### config.mk
export PLATFORM = sky130hd
export DESIGN_NAME = mmio_bridge
export DESIGN_NICKNAME = d
export VERILOG_FILES = /design/src/rtl/mmio_bridge.sv
export SDC_FILE = /design/constraint.sdc
export NUM_CORES = 1
export LEC_CHECK = 0
export BUFFER_PORTS_ARGS = -buffer_cell sky130_fd_sc_hd__buf_2
export CAP_MARGIN = 15
export CORE_UTILIZATION = 42
export DETAILED_ROUTE_END_ITERATION = 7
export PLACE_DENSITY = 0.78
export SLEW_MARGIN = 20
export SYNTH_ARGS = -nofsm -noshare
export SYNTH_HDL_FRONTEND = slang
export SYNTH_SLANG_ARGS = --single-unit
### constraint.sdc
create_clock -name clk -period 2.35 [get_ports clk]
set_clock_uncertainty 0.1 [all_clocks]
set_input_delay 0.1175 -clock clk [delete_from_list [all_inputs] [get_ports clk]]
set_output_delay 0.1175 -clock clk [all_outputs]
set_load 0.02 [all_outputs]
### src/rtl/mmio_bridge.sv
// CPU-side initiator for the device bus: decodes the device window, drives DEV0/DEV1
// strobes, returns registered load data and captures faults and interrupt lines.
module mmio_bridge #(
   parameter logic [31:0] DEV0_BASE = 32'h0000_7F00,
   parameter logic [31:0] DEV1_BASE = 32'h0000_7F10,
   parameter logic [31:0] BR_BASE   = 32'h0000_7F20
) (
   input  logic        clk,
   input  logic        reset,
   input  logic [31:0] cpu_addr,
   input  logic [31:0] cpu_wd,
   input  logic        cpu_we,
   input  logic        cpu_re,
   input  logic [1:0]  cpu_width,
   input  logic        cpu_sext,
   output logic [31:0] cpu_rd,
   output logic        cpu_rvalid,
   output logic        cpu_err,
   output logic [5:0]  hwint,
   output logic [31:0] dev_addr,
   output logic [31:0] dev_wd,
   output logic [3:0]  dev_be,
   output logic        dev0_we,
   output logic        dev1_we,
   input  logic [31:0] dev0_rd,
   input  logic [31:0] dev1_rd,
   input  logic        dev0_irq,
   input  logic        dev1_irq,
   input  logic [3:0]  ext_irq
);

   logic        hit0, hit1, hitbr, req, misalign, fault, ok;
   logic [3:0]  be_raw;
   logic [31:0] rd_sel;
   logic        status;
   logic [31:0] badaddr;
   logic [31:0] word_p1;
   logic [1:0]  lane_p1;
   logic [1:0]  width_p1;
   logic        sext_p1;
   logic        vld_p1;
   logic        err_p1;
   logic [5:0]  hwint_p1;

   function automatic logic [31:0] extract(input logic [31:0] word, input logic [1:0] lane,
                                           input logic [1:0] width, input logic sext);
      logic signed [7:0]  b;
      logic signed [15:0] h;
      b = word[{lane, 3'b000} +: 8];
      h = lane[1] ? word[31:16] : word[15:0];
      case (width)
         2'b10:   extract = {{24{sext & b[7]}}, b};
         2'b01:   extract = {{16{sext & h[15]}}, h};
         default: extract = word;
      endcase
   endfunction

   assign hit0  = (cpu_addr >= DEV0_BASE) && (cpu_addr < DEV0_BASE + 32'd12);
   assign hit1  = (cpu_addr >= DEV1_BASE) && (cpu_addr < DEV1_BASE + 32'd12);
   assign hitbr = (cpu_addr >= BR_BASE)   && (cpu_addr < BR_BASE + 32'd8);
   assign req   = cpu_we | cpu_re;

   assign misalign = ((cpu_width == 2'b00) && (cpu_addr[1:0] != 2'b00)) ||
                     ((cpu_width == 2'b01) && cpu_addr[0]);

   // Bridge registers are word-only; devices accept sub-word accesses.
   assign fault = req && (!(hit0 || hit1 || hitbr) || misalign || (cpu_width == 2'b11) ||
                          (cpu_we && cpu_re) || (hitbr && (cpu_width != 2'b00)));
   assign ok    = req && !fault;

   always_comb begin
      be_raw = 4'b0000;
      dev_wd = cpu_wd;
      case (cpu_width)
         2'b00: be_raw = 4'b1111;
         2'b01: begin
            be_raw = cpu_addr[1] ? 4'b1100 : 4'b0011;
            dev_wd = {2{cpu_wd[15:0]}};
         end
         2'b10: begin
            be_raw = 4'b0001 << cpu_addr[1:0];
            dev_wd = {4{cpu_wd[7:0]}};
         end
         default: be_raw = 4'b0000;
      endcase
   end

   assign dev_addr = cpu_addr;
   assign dev_be   = (ok && cpu_we) ? be_raw : 4'b0000;
   assign dev0_we  = !reset && ok && cpu_we && hit0;
   assign dev1_we  = !reset && ok && cpu_we && hit1;

   always_comb begin
      rd_sel = 32'h0;
      if (hit0)             rd_sel = dev0_rd;
      else if (hit1)        rd_sel = dev1_rd;
      else if (cpu_addr[2]) rd_sel = badaddr;
      else                  rd_sel = {31'b0, status};
   end

   // Bridge state: a fault in the same cycle as a STATUS clear leaves STATUS set.
   always_ff @(posedge clk) begin
      if (reset) begin
         status  <= 1'b0;
         badaddr <= 32'h0;
      end else if (fault) begin
         status  <= 1'b1;
         badaddr <= cpu_addr;
      end else if (ok && cpu_we && hitbr && !cpu_addr[2] && cpu_wd[0]) begin
         status  <= 1'b0;
      end
   end

   // Request -> response stage boundary.
   always_ff @(posedge clk) begin
      if (reset) begin
         word_p1  <= 32'h0;
         lane_p1  <= 2'b00;
         width_p1 <= 2'b00;
         sext_p1  <= 1'b0;
         vld_p1   <= 1'b0;
         err_p1   <= 1'b0;
         hwint_p1 <= 6'b0;
      end else begin
         vld_p1   <= ok && cpu_re;
         err_p1   <= fault;
         hwint_p1 <= {ext_irq, dev1_irq, dev0_irq};
         if (ok && cpu_re) begin
            word_p1  <= rd_sel;
            lane_p1  <= cpu_addr[1:0];
            width_p1 <= cpu_width;
            sext_p1  <= cpu_sext;
         end
      end
   end

   assign cpu_rd     = extract(word_p1, lane_p1, width_p1, sext_p1);
   assign cpu_rvalid = vld_p1 && !reset;
   assign cpu_err    = err_p1 && !reset;
   assign hwint      = hwint_p1;

endmodule

# --- Yosys cells after proc, flatten, opt, wreduce, memory -nomap -nowiden ---
# Cells that the tools add are included.
word_totals:
  out_inout_bits: 110
  reg_bits: 78
  elab_cells: 71
  inputBits: 141
op_classes:
  shift: 2
  bitwise: 3
  mux: 11
  n_eq_ne: 5
  reduce_logical: 35
  order_cmp: 6
ops:
  columns: ["operator", "count"]
  rows:
  - ["$pmux 32 s2", 2]
  - ["$ge 32x15->1 const B", 3]
  - ["$lt 32x15->1 const B", 3]
  - ["$mux 32", 3]
  - ["$shiftx 32x6->8", 1]
  - ["$logic_and 1x1->1", 20]
  - ["$mux 16", 1]
  - ["$pmux 4 s3", 1]
  - ["$mux 4", 2]
  - ["$logic_or 1x1->1", 7]
  - ["$eq 2x2->1 const B", 3]
  - ["$reduce_bool 2->1", 3]
  - ["$eq 2x1->1 const B", 2]
  - ["$logic_not 1->1", 4]
  - ["$shl 1x2->4 const A", 1]
  - ["$and 1x1->1", 2]
  - ["$logic_not 2->1", 1]
  - ["$mux 1", 2]
  - ["$or 1x1->1", 1]

# --- Longest topological paths before layout ---
depth:
  word_depth: 18
  ltp_mapped: 10
  ltp_nobuf: 7

# --- Worst setup path before layout ---
# Ideal clock, no wire load.
synth_path:
  path_type: "input to output"
  startpoint: "input cpu_width[1]"
  endpoint: "output dev1_we"
  path_slack_ns: -0.099
  cell_stages: 7
  t_arrival_ns: 2.232
  n_path_buf: 0
  t_required_ns: 2.132
  cell_sequence: "inv_1 -> ha_1 -> a2111oi_0 -> a311oi_1 -> nor4_4 -> nand2_1 -> nor4b_1"
synth_via:
  elab_chain_cells: 13
  word_cells_on_any_way: 18
  classes_between: "eq/ne: 2; reduce/logical: 16"
synth_lines:
  columns: ["element", "line", "source"]
  rows:
  - ["from (decl)", "14", "input logic [1:0] cpu_width,"]
  - ["$eq 2x1->1 / $logic_not 2->1 (equally long branches)", "64, 63", null]
  - ["$logic_and 1x1->1, on equally long branches", "64, 63", null]
  - ["$logic_or 1x1->1", "63", "assign misalign = ((cpu_width == 2'b00) && (cpu_addr[1:0] != 2'b00)) ||"]
  - ["$logic_or 1x1->1 (3 in a row)", "67", "assign fault = req && (!(hit0 || hit1 || hitbr) || misalign || (cpu_width == 2'b11) ||"]
  - ["$logic_or 1x1->1 (*)", "68", "(cpu_we && cpu_re) || (hitbr && (cpu_width != 2'b00)));"]
  - ["$logic_and 1x1->1 (*)", "67", null]
  - ["$logic_not 1->1 (*)", "69", "assign ok = req && !fault;"]
  - ["$logic_and 1x1->1 (*)", "69", null]
  - ["$logic_and 1x1->1 (*) (3 in a row)", "91", "assign dev1_we = !reset && ok && cpu_we && hit1;"]
  - ["to (decl)", "24", "output logic dev1_we,"]
# Every way passes the cells marked *; elsewhere a longest branch is shown, timed or not.

# --- Final worst setup path ---
layout_path:
  startpoint: "register lane_p1[0]"
  endpoint: "output cpu_rd[31]"
layout_via:
  elab_chain_cells: 3
layout_lines:
  columns: ["element", "line", "source"]
  rows:
  - ["from (decl)", "38", "logic [1:0] lane_p1;"]
  - ["from (signal assigned)", "130", "lane_p1 <= cpu_addr[1:0];"]
  - ["$shiftx 32x6->8", "49", "b = word[{lane, 3'b000} +: 8];"]
  - ["$and 1x1->1", "52", "2'b10: extract = {{24{sext & b[7]}}, b};"]
  - ["$pmux 32 s2", "51", "case (width)"]
  - ["to (decl)", "16", "output logic [31:0] cpu_rd,"]
# No other way between the ends.

==> reports/results.txt <==
Synth cell count leaders: nand2_1 (90), dfxtp_1 (78), mux2i_1 (66), a21oi_1 (61)
Fin. max-slew vios: 0
Crit Path Category: reg -> out
Top-area cell type share of the netlist area: 31.4%
Initial antenna violation count: 0
Die H: 111 um
Sw Share: 29.6%
First-pass DRT Iterations: 5
Static Leak: 0.00343 uW
Area leader, netlist: dfxtp_1
Starting Density: 43.4%
# rows: 39
Register area: 0.00157 mm^2
Post-layout nets: 1006
Async S/R FF share, synth: 0%
Pint: 2410 uW
Cell Chain, Critical Path: mux4_2, and2_1, nor2_2, nor3b_2, buf_4, a21o_1, buf_2
# DRC: 0
First-pass GRT wire length: 26000 um
DP Cell Count: 959
FF+latch count, synth: 78
Clock Tree Root: clkbuf_16
Flop2flop setup slack: 1340 ps
Antenna-violating nets left: 0
CTS Buf Count: 9
Crit path capture type: output port
Final Non-Filler Cells: 1007
CP Data Required Time: 2130 ps
CTS tree: done
Footprint of the multi-input gates: 0.00289 mm^2
Clk pwr share: 37.4%
Peak supply drop: 0.303 mV
Combinational share of power: 22.1%
CP startpoint kind: flop
Status: completed
Post-route cell area: 0.00694 mm^2
Peak Freq: 0.439 GHz
Sequential power share: 40.5%
FF-to-FF Start: status
Wire per inst: 16.6 um
Worst reg2reg path depth: 3
Dpl hpwl: 12500 um
Netlist cell types: 44
# IOs: 251
CP peak stage delay: 500 ps
Net Count, Synth: 765
Total Wirelength: 16700 um
Clock Latency Late Sink: 320 ps
Final Hold Fails: 0
P&R area growth vs syn: 39.5%
GRT overflow: 0
Largest fanout on the critical path: 8
Placed cell area: 0.00629 mm^2
Relative slew slack: 58.4%
Measured slew at the worst slew-check pin: 625 ps
Largest net degree at the start of global routing: 40
Vias after detailed routing: 5391
Die ar.: 0.0123 mm^2
Clock transition at the registers of the reported paths: 60 ps
Setup violators final: 0
Vias in the first global route: 5027
Slowest stage cell, crit path: mux4_2
Max-cap violations: 0
Cell family with most CP delay: multiplexers
Crit path DAT: 2060 ps
Fillcell total: 971
Final min period: 2280 ps
Most instantiated library cell after synthesis: nand2_1
Share of cells above drive strength 1: 38.3%
Hold Startpoint: cpu_addr[5]
Cells after Synth: 618
Hold Crit Endpoint: badaddr[5]
Overall routing resource usage: 26.2%
EDFF count, synth: 0
Gpl congestion: 0.907
Die Width: 111 um
Vias per cell: 5.35
Violation count after the first detailed-route iteration: 469
Net load switching power: 1010 uW
WP buf/inv: 2
Clk sinks: 78
Pwr/cell area: 493 mW/mm^2
Min-Delay Path Class: in -> reg
Tcrit/Tclk final: 96.9%
Main synth FF type: dfxtp_1
Sequential area share after synthesis: 31.4%
H-tree lvl count: 3
Final Total Pwr: 3420 uW
Core region area: 0.0115 mm^2
Port bufs: 250
Warnings from Yosys: 0
Max clock buf depth: 2
Diode count: 0
Syn Std Cell Area: 0.00498 mm^2
Largest cells by area after synthesis: dfxtp_1 (31%), mux2i_1 (13%), a22o_1 (7.0%)
R2R Path End: word_p1[0]
Min-Delay Path Depth: 3
Synthesized area per cell: 8.05 um^2
worst max-delay path by stage:
stage	startpoint	endpoint	depth (start not counted)
after floorplan	cpu_width[1]	dev1_we	7
after global placement	cpu_addr[19]	status	8
after detailed placement	cpu_addr[15]	dev1_we	10
after CTS	cpu_addr[15]	dev1_we	10
after global routing	cpu_width[0]	dev0_we	10
final	lane_p1[0]	cpu_rd[31]	7
power groups by stage:
stage	Combinational, uW	Sequential [uW]	Clock [uW]
2_1_floorplan	425	1410	0
3_3_place_gp	696	1410	0
3_5_place_dp	702	1410	0
4_1_cts	746	1380	1290
5_1_grt	810	1390	1350
6_report	755	1380	1280
final cells by class:
| type | instances | area share [%] |
|---|---|---|
| clock inverters | 7 | 0.793 |
| clock buffers | 9 | 3.24 |
| inverters | 18 | 0.973 |
| repair buffers | 321 | 28.2 |
| well taps | 143 | 2.58 |
| flip-flops and latches | 78 | 22.5 |
| multi-input cells | 431 | 41.7 |
repair_timing:
item                                    CTS  global route
endpoints found under the setup margin    3            23
hold buffers                             31             0
gates resized for setup                   2            15
buffers inserted                          0             1
pin swaps                                 0             3
hold endpoints to repair                 31             0
cloned                                    0             1
tightest hold or removal path, stage by stage:
cell and delay (ps):
buf_2 150, nand3_1 80, a21oi_1 60
through the flow:
| step | hold slack (ps) | setup WS [ps] | TNS, ps | util [%] |
|---|---|---|---|---|
| finish | 24.3 | 72.5 | 0 | 60.5 |
| global placement | 225 | 12.1 | 0 | 54.9 |
| detailed placement | 234 | -19.4 | -39.6 | 54.9 |
| CTS | 16.2 | 16.4 | 0 | 60.1 |
| floorplan | 146 | 149 | 0 | - |
| global route | 43.2 | -4.51 | -4.51 | 60.5 |
state kept, by name, summed over array words and instances, names as in the netlist:
name and flops:
width_p1 2, vld_p1 1, hwint 6, lane_p1 2
status 1, word_p1 32, badaddr 32, sext_p1 1
err_p1 1
per-layer routing:
layer,GRT usage [%],vias up,routed length (um)
met2,42.3,219,8070
met1,35.9,2476,7280
met4,9.42,0,385
met3,3.01,36,990
li1,-,2660,-
met5,0,-,0
cells by family after synthesis:
logic type,count (synthesis),synth area share (%)
and+or+nand+nor,181,17.3
AOI/OAI and AO/OA,170,22.6
buffers and inverters,109,11.9
DFF,78,31.4
muxes,74,15.3
adders and majority gates,6,1.51
layout by cell type (no fill, tap or decap), drive strengths merged, types with 2 or more instances in the layout:
| cell | count |
|---|---|
| a21o | 18 |
| a21oi | 61 |
| a22o | 40 |
| a22oi | 15 |
| and2 | 4 |
| buf | 289 |
| clkbuf | 10 |
| clkinv | 3 |
| dfxtp | 78 |
| dlygate4sd3 | 31 |
| ha | 6 |
| inv | 21 |
| mux2 | 7 |
| mux2i | 66 |
| nand2 | 90 |
| nand3 | 37 |
| nand4 | 2 |
| nor2 | 20 |
| nor2b | 10 |
| nor3 | 4 |
| nor4 | 5 |
| nor4b | 3 |
| o21ai | 21 |
| o22ai | 8 |
Note: power is estimated with default switching activity, not from simulation.
